File: src/rtl/spike_aer_encoder_pkg.sv
// Shared types and helpers for the spike AER encoder: state encoding, neuron count,
// address width and the lowest-set-bit / single-bit helpers.
package spike_aer_encoder_pkg;

  localparam int NEURONS = 16;
  localparam int ADDR_W  = 4;

  typedef enum logic {
    IDLE = 1'b0,
    EMIT = 1'b1
  } enc_state_e;

  function automatic logic [ADDR_W-1:0] lowest_set(input logic [NEURONS-1:0] m);
    lowest_set = '0;
    for (int i = NEURONS - 1; i >= 0; i--) begin
      if (m[i]) lowest_set = ADDR_W'(i);
    end
  endfunction

  function automatic logic is_onehot(input logic [NEURONS-1:0] m);
    return (m != '0) && ((m & (m - NEURONS'(1))) == '0);
  endfunction

endpackage

File: src/rtl/spike_fifo.sv
// Mask-word FIFO: writes on push, exposes head from the register array, pop advances.
// A push while full is taken only when a pop happens on the same edge.
module spike_fifo #(
  parameter int W     = 24,
  parameter int DEPTH = 8,
  localparam int PTR_W = $clog2(DEPTH),
  localparam int CNT_W = $clog2(DEPTH) + 1
) (
  input  logic             clk,
  input  logic             rst_n,
  input  logic             push,
  input  logic [W-1:0]     din,
  input  logic             pop,
  output logic [W-1:0]     dout,
  output logic             full,
  output logic             empty,
  output logic [CNT_W-1:0] count
);

  logic [W-1:0]     mem [DEPTH];
  logic [PTR_W-1:0] wr_ptr;
  logic [PTR_W-1:0] rd_ptr;
  logic             wr_en;
  logic             rd_en;

  assign full  = (count == CNT_W'(DEPTH));
  assign empty = (count == '0);
  assign rd_en = pop && !empty;
  // When full, the slot being written is the one being read out this same edge.
  assign wr_en = push && (!full || rd_en);
  assign dout  = mem[rd_ptr];

  always_ff @(posedge clk or negedge rst_n) begin
    if (!rst_n) begin
      for (int i = 0; i < DEPTH; i++) mem[i] <= '0;
      wr_ptr <= '0;
      rd_ptr <= '0;
      count  <= '0;
    end else begin
      if (wr_en) begin
        mem[wr_ptr] <= din;
        wr_ptr      <= wr_ptr + PTR_W'(1);
      end
      if (rd_en) rd_ptr <= rd_ptr + PTR_W'(1);
      case ({wr_en, rd_en})
        2'b10:   count <= count + CNT_W'(1);
        2'b01:   count <= count - CNT_W'(1);
        default: count <= count;
      endcase
    end
  end

endmodule

File: src/rtl/spike_aer_encoder.sv
// Captures fired-neuron masks on REQ into a FIFO and serialises each into AER events,
// lowest neuron first. Outputs are registered; back-to-back masks emit without a bubble.
module spike_aer_encoder
  import spike_aer_encoder_pkg::*;
#(
  parameter int DEPTH = 8,
  parameter int TS_W  = 8
) (
  input  logic                CLK,
  input  logic                RSTB,
  input  logic                REQ,
  input  logic [NEURONS-1:0]  NEURON_OUT,
  input  logic [TS_W-1:0]     TS,
  input  logic                OVF_CLR,
  output logic                AER_VALID,
  input  logic                AER_READY,
  output logic [ADDR_W-1:0]   AER_ADDR,
  output logic [TS_W-1:0]     AER_TS,
  output logic                AER_LAST,
  output logic                OVF,
  output logic                EMPTY
);

  localparam int W     = TS_W + NEURONS;
  localparam int CNT_W = $clog2(DEPTH) + 1;

  enc_state_e         state, state_nxt;
  logic [NEURONS-1:0] wm, wm_nxt, wm_clr;
  logic [TS_W-1:0]    wts, wts_nxt;
  logic               push_req, pop, drop;
  logic [W-1:0]       head;
  logic               fifo_full, fifo_empty;
  logic [CNT_W-1:0]   fifo_count;

  assign push_req = REQ && (NEURON_OUT != '0);
  assign drop     = push_req && fifo_full && !pop;
  assign wm_clr   = wm & (wm - NEURONS'(1));
  assign EMPTY    = (fifo_count == '0) && (state == IDLE);

  spike_fifo #(.W(W), .DEPTH(DEPTH)) u_fifo (
    .clk   (CLK),
    .rst_n (RSTB),
    .push  (push_req),
    .din   ({TS, NEURON_OUT}),
    .pop   (pop),
    .dout  (head),
    .full  (fifo_full),
    .empty (fifo_empty),
    .count (fifo_count)
  );

  always_comb begin
    state_nxt = state;
    wm_nxt    = wm;
    wts_nxt   = wts;
    pop       = 1'b0;
    case (state)
      IDLE: begin
        if (!fifo_empty) begin
          pop       = 1'b1;
          wm_nxt    = head[NEURONS-1:0];
          wts_nxt   = head[W-1:NEURONS];
          state_nxt = EMIT;
        end
      end
      EMIT: begin
        if (AER_READY) begin
          if (wm_clr != '0) begin
            wm_nxt = wm_clr;
          end else if (!fifo_empty) begin
            pop     = 1'b1;
            wm_nxt  = head[NEURONS-1:0];
            wts_nxt = head[W-1:NEURONS];
          end else begin
            wm_nxt    = '0;
            state_nxt = IDLE;
          end
        end
      end
      default: state_nxt = IDLE;
    endcase
  end

  // Event fields are computed from the next working mask so they leave flops directly.
  always_ff @(posedge CLK or negedge RSTB) begin
    if (!RSTB) begin
      state     <= IDLE;
      wm        <= '0;
      wts       <= '0;
      AER_VALID <= 1'b0;
      AER_ADDR  <= '0;
      AER_TS    <= '0;
      AER_LAST  <= 1'b0;
      OVF       <= 1'b0;
    end else begin
      state     <= state_nxt;
      wm        <= wm_nxt;
      wts       <= wts_nxt;
      AER_VALID <= (state_nxt == EMIT);
      AER_ADDR  <= lowest_set(wm_nxt);
      AER_TS    <= wts_nxt;
      AER_LAST  <= is_onehot(wm_nxt);
      if (drop)         OVF <= 1'b1;
      else if (OVF_CLR) OVF <= 1'b0;
    end
  end

endmodule

File: config.mk
export PLATFORM = sky130hd
export DESIGN_NAME = spike_aer_encoder
export DESIGN_NICKNAME = d
export VERILOG_FILES = /design/src/rtl/spike_aer_encoder_pkg.sv /design/src/rtl/spike_fifo.sv /design/src/rtl/spike_aer_encoder.sv
export SDC_FILE = /design/constraint.sdc
export NUM_CORES = 1
export LEC_CHECK = 0
export BUFFER_PORTS_ARGS = -buffer_cell sky130_fd_sc_hd__clkbuf_2
export CAP_MARGIN = 5
export CORE_MARGIN = 10
export CORE_UTILIZATION = 30
export CTS_CLUSTER_SIZE = 14
export DETAILED_ROUTE_END_ITERATION = 10
export GPL_ROUTABILITY_DRIVEN = 1
export GPL_TIMING_DRIVEN = 1
export REMOVE_ABC_BUFFERS = 1
export SLEW_MARGIN = 25
export SYNTH_ARGS = -nofsm -noshare
export SYNTH_HDL_FRONTEND = slang
export SYNTH_SLANG_ARGS = --single-unit
File: constraint.sdc
create_clock -name CLK -period 7.04 [get_ports CLK]
set_input_delay 0.704 -clock CLK [delete_from_list [all_inputs] [get_ports CLK]]
set_output_delay 0.704 -clock CLK [all_outputs]
set_load 0.05 [all_outputs]
**Yosys cells after proc, flatten, opt, wreduce, memory -nomap -nowiden**

Cells that the tools add are included.

- Add/subtract/negate cells: 6
- Order comparisons: 3
- Equality and inequality tests: 5
- Mux-type cells: 41
- Bitwise logic cells: 5
- Reductions and logical operators: 20

Operator list:

| cell | count |
|---|---|
| 192-bit bitwise mux | 1 |
| 24-bit binary-select mux with 3-bit select | 1 |
| 24-bit demux with 3-bit select | 1 |
| 24-bit two-way mux | 3 |
| 16-bit two-way mux | 4 |
| 4-bit two-way mux | 16 |
| 16-bit nonzero test | 3 |
| 16-bit AND | 2 |
| 16-bit case mux with 2 select lines | 1 |
| 16-bit by 1-bit subtractor with 16-bit output (second input constant) | 2 |
| 8-bit two-way mux | 3 |
| 16-bit zero test | 1 |
| 8-bit case mux with 2 select lines | 1 |
| 4-bit >= comparator (second input constant) | 2 |
| 1-bit logical AND | 8 |
| 3-bit NOT with 4-bit output | 2 |
| 4-bit case mux with 2 select lines | 1 |
| 1-bit two-way mux | 7 |
| 3-bit by 1-bit adder with 3-bit output (second input constant) | 2 |
| 4-bit by 1-bit adder with 4-bit output (second input constant) | 1 |
| 4-bit equality test (second input constant) | 1 |
| 4-bit zero test | 1 |
| 4-bit by 1-bit < comparator with 1-bit output (second input constant) | 1 |
| 2-bit != test (second input constant) | 2 |
| 9 further kinds | 13 |

- Register bits after elaboration: 233
- Output and inout port bits: 16
- Logic and storage cells: 97

**Logic depth before layout (Yosys ltp)**

- Depth in word-level cells: 24
- Gate-level depth with buffers: 13

**By module**

From an unflattened synthesis, not the netlist that was laid out.

- Cells, all modules: 770
- Area total of the unflattened synthesis: 11365.9 um^2

By module, submodules not included:

| module | times used | cells each | area each (um^2) |
|---|---|---|---|
| spike_fifo | 1 | 558 | 9362.7 |
| spike_aer_encoder | 1 | 212 | 2003.2 |

**Worst setup path before layout**

No wires, ideal clock.

- Path type: register to register
- Start: reg wm[1]
- End: reg u_fifo.mem[91] in the netlist's numbering
- Library setup time: 125 ps
- Data arrival time: 3261 ps
- Data required time: 6915 ps
- Slack: 3654 ps
- Stages on the path, launching flop included: 14
- Buffers on the path: 3
- Clock period less this slack: 3386 ps
- Cell sequence: dfrtp_1 -> or4_1 -> buf_2 -> o32ai_1 -> o211ai_1 -> nand4b_4 -> nor2_2 -> nand2_1 -> a41oi_4 -> nand2b_1 -> buf_2 -> nor3b_4 -> buf_6 -> mux2_2

- Cells in the longest elaborated chain, start to end: 9

RTL lines:

| element | line | text |
|---|---|---|
| start: declaration | spike_aer_encoder.sv:28 | `logic [NEURONS-1:0] wm, wm_nxt, wm_clr;` |
| start signal: assignment | spike_aer_encoder.sv:97 | `wm <= wm_nxt;` |
| 16-bit by 1-bit subtractor with 16-bit output | spike_aer_encoder.sv:37 | `assign wm_clr = wm & (wm - NEURONS'(1));` |
| 16-bit AND * | spike_aer_encoder.sv:37 |  |
| 16-bit nonzero test * | spike_aer_encoder.sv:68 | `if (wm_clr != '0) begin` |
| 1-bit two-way mux * | spike_aer_encoder.sv:68 |  |
| 1-bit two-way mux * | spike_aer_encoder.sv:67 | `if (AER_READY) begin` |
| 1-bit case mux with 2 select lines * | spike_aer_encoder.sv:57 | `case (state)` |
| 1-bit logical AND * | spike_fifo.sv:28 | `assign rd_en = pop && !empty;` |
| 1-bit logical OR * | spike_fifo.sv:30 | `assign wr_en = push && (!full \|\| rd_en);` |
| 1-bit logical AND * | spike_fifo.sv:30 |  |
| end signal: indexed assignment | spike_fifo.sv:41 | `mem[wr_ptr] <= din;` |
| end: declaration | spike_fifo.sv:20 | `logic [W-1:0] mem [DEPTH];` |

Every way passes the cells marked *; elsewhere a longest branch is shown, timed or not.
A chain may end at the register's enable or synchronous reset.

**Final worst setup path**

- Start: reg wm[1]
- End: reg u_fifo.mem[177] in the netlist's numbering

Same word-level chain as after synthesis.

==> results.ini <==
[pwr]
powerDensity_nw_per_um2=516
peakVddDrop_mv=0.284
power_mw=6.57
p_leak_nw=5.31

[sta]
finalClockSkew_ns=0.0203
hold_viol_final=0
tightestPinTransition_ns=0.984
tns_ns=0
final-max-slew-violation-count=0
max_slew_margin=0.344
min_period_over_period=0.635
fin_crit_ns=4.47
setup_ws_ns=2.57
max_freq_mhz=224
rsz0062_at_grt=no
setup_viol_count_final=0

[detailed_routing]
wl_per_cell_um=20.0
ant_nets=0
firstDrtPassIters=5
wl_um=26300
vias_per_cell=5.22
dr_total_vias=6848
drc=0
drt_iter0_markers=363

[die]
start_util=0.305
rows=70
die_width_um=213
core_um2=36600
io_pins=45
die-area_um2=45300
die_h_um=213

[yosys]
synth-seq-cells=233
async_flop_share=1.00
synth.largest_area_cell=dfrtp_1
syn_inst=786
ys_warn_count=0
synth_edf_count=0
ys_seq_area_frac=0.523
synth_cell_types=71
ys_top_cells_by_area=dfrtp_1, mux2_2, mux4_2, mux2_1, mux2i_1
avgSynthCellArea_um2=14.2
synth_flop_cell=dfrtp_1
yosys.area.top_type_share=0.523
netlist_area_um2=11200

[finish]
finalNonFillerCells=1312
seq_area_um2=5840
fillCellCount=3552
final_cell_area_um2=12700
multi_input_area_um2=5060
num_antenna_cells=0
final_cell_mix=dfrtp_1, mux2_2, mux4_2
num-nets-final=860
syn2layout_area_growth_pct=14.1
layout-drive-gt1-share=0.402
layout_commonest_cell=dfrtp_1

[clock_network]
cts.sinks=233
clk_root_buffer_cell=clkbuf_16
cts_buffers=26
cts_hold_buf=0
cts_tree=yes
path_clk_slew_ns=0.06
post_cts_buffers=0
cts.htree.levels=1
clk_path_buf_depth=3
post_cts.resized_instances=0
clkLatencyLatePin_ns=0.55

[setup_path]
crit_chain=nor4_2 -> nand3_1 -> o31ai_2 -> nand4b_4 -> nor2_2 -> nand2_1 -> a41oi_4 -> nand2b_1 -> nor3_4 -> buf_4 -> mux2_2
required_ns=7.46
critPathLaunchType=flip-flop
crit_buf_inv=1
arrival_ns=4.89
path_class=flip-flop to flip-flop
critPathSlowestCell=nor3_4
path_delay_family=simple AND/OR/NAND/NOR gates
cp-end-kind=flip-flop
critPathMaxFanout=14
cpPeakStageDelay_ns=0.61

[grt]
grt_max_degree=95
antenna_found_initial=1
grt_pass1_wl_um=42000
track_usage=0.117
first_global_vias=7202
gr-total-overflow=0

[job]
maxCapViolations=0

[placement]
dp_cells=1266
portBuffers=44
dp_hpwl_um=16500
placed_area_um2=11900
gp_congestion=0.940
dp_worst_setup_slack_ns=2.63

[run_status]
status=finished, final reports clean

[hold_path]
hold_path_class=primary input to async pin

layer usage:
layer	global-route usage	routed length [um]	up-vias
met5	0	7	-
li1	-	-	3062
met2	0.190	12300	175
met1	0.159	12100	3568
met4	0.0254	527	2
met3	0.0230	1360	41
layout make-up:
cell class	instances	share of cell area
inverters	14	0.00413
clock inverters	8	0.00934
well taps	468	0.0460
clock buffers	38	0.0578
repair buffers	58	0.0266
multi-input cells	493	0.397
flip-flops and latches	233	0.459
cells by family after synthesis:
kind of cell	Yosys count	share of synthesized area
compound gates	100	0.0654
buf+inv	60	0.0243
fa+ha+maj	6	0.00718
xor+xnor	8	0.00628
simple gates	110	0.0564
flops	233	0.523
mux	269	0.318
power by group:
part	leakage, nW	internal [mW]	switching, mW	total [mW]
registers	2.82	2.00	0.474	2.48
clock network	0.418	0.800	0.553	1.35
logic	2.07	1.43	1.31	2.74
flip-flops by register name (all words and copies together), names as in the netlist, 3 cells and up:
signal,flops
u_fifo.count,4
u_fifo.mem,192
AER_ADDR,4
wts,8
u_fifo.wr_ptr,3
u_fifo.rd_ptr,3
wm,16
synthesized netlist by cell type, drive strengths merged, types with 7 or more instances:
| cell | n |
|---|---|
| buf | 20 |
| mux4 | 48 |
| clkbuf | 26 |
| nor4 | 7 |
| nand2 | 31 |
| a21oi | 7 |
| nor2 | 25 |
| dfrtp | 233 |
| o211ai | 8 |
| mux2 | 198 |
| mux2i | 23 |
| o21ai | 30 |
| inv | 14 |
metrics by stage:
stage               utilization  hold WS, ns
floorplan                     -        0.408
global route              0.348        0.210
global placement          0.324        0.464
finish                    0.348        0.171
CTS                       0.347        0.214
detailed placement        0.324        0.469
path summary, 6_finish.rpt:
kind | startpoint | endpoint | slack [ns] | cells after the start
max | wm[1] | u_fifo.mem[177] | 2.57 | 11
min | RSTB | AER_ADDR[0] | 0.17 | 1
max reg2reg | wm[1] | u_fifo.mem[177] | 2.57 | 11
min reg2reg | wts[4] | wts[4] | 0.48 | 2
max in group asynchronous | RSTB | u_fifo.rd_ptr[1] | 5.52 | 2
min in group CLK | OVF_CLR | OVF | 0.36 | 2
Power figures use the tool's default switching activity.
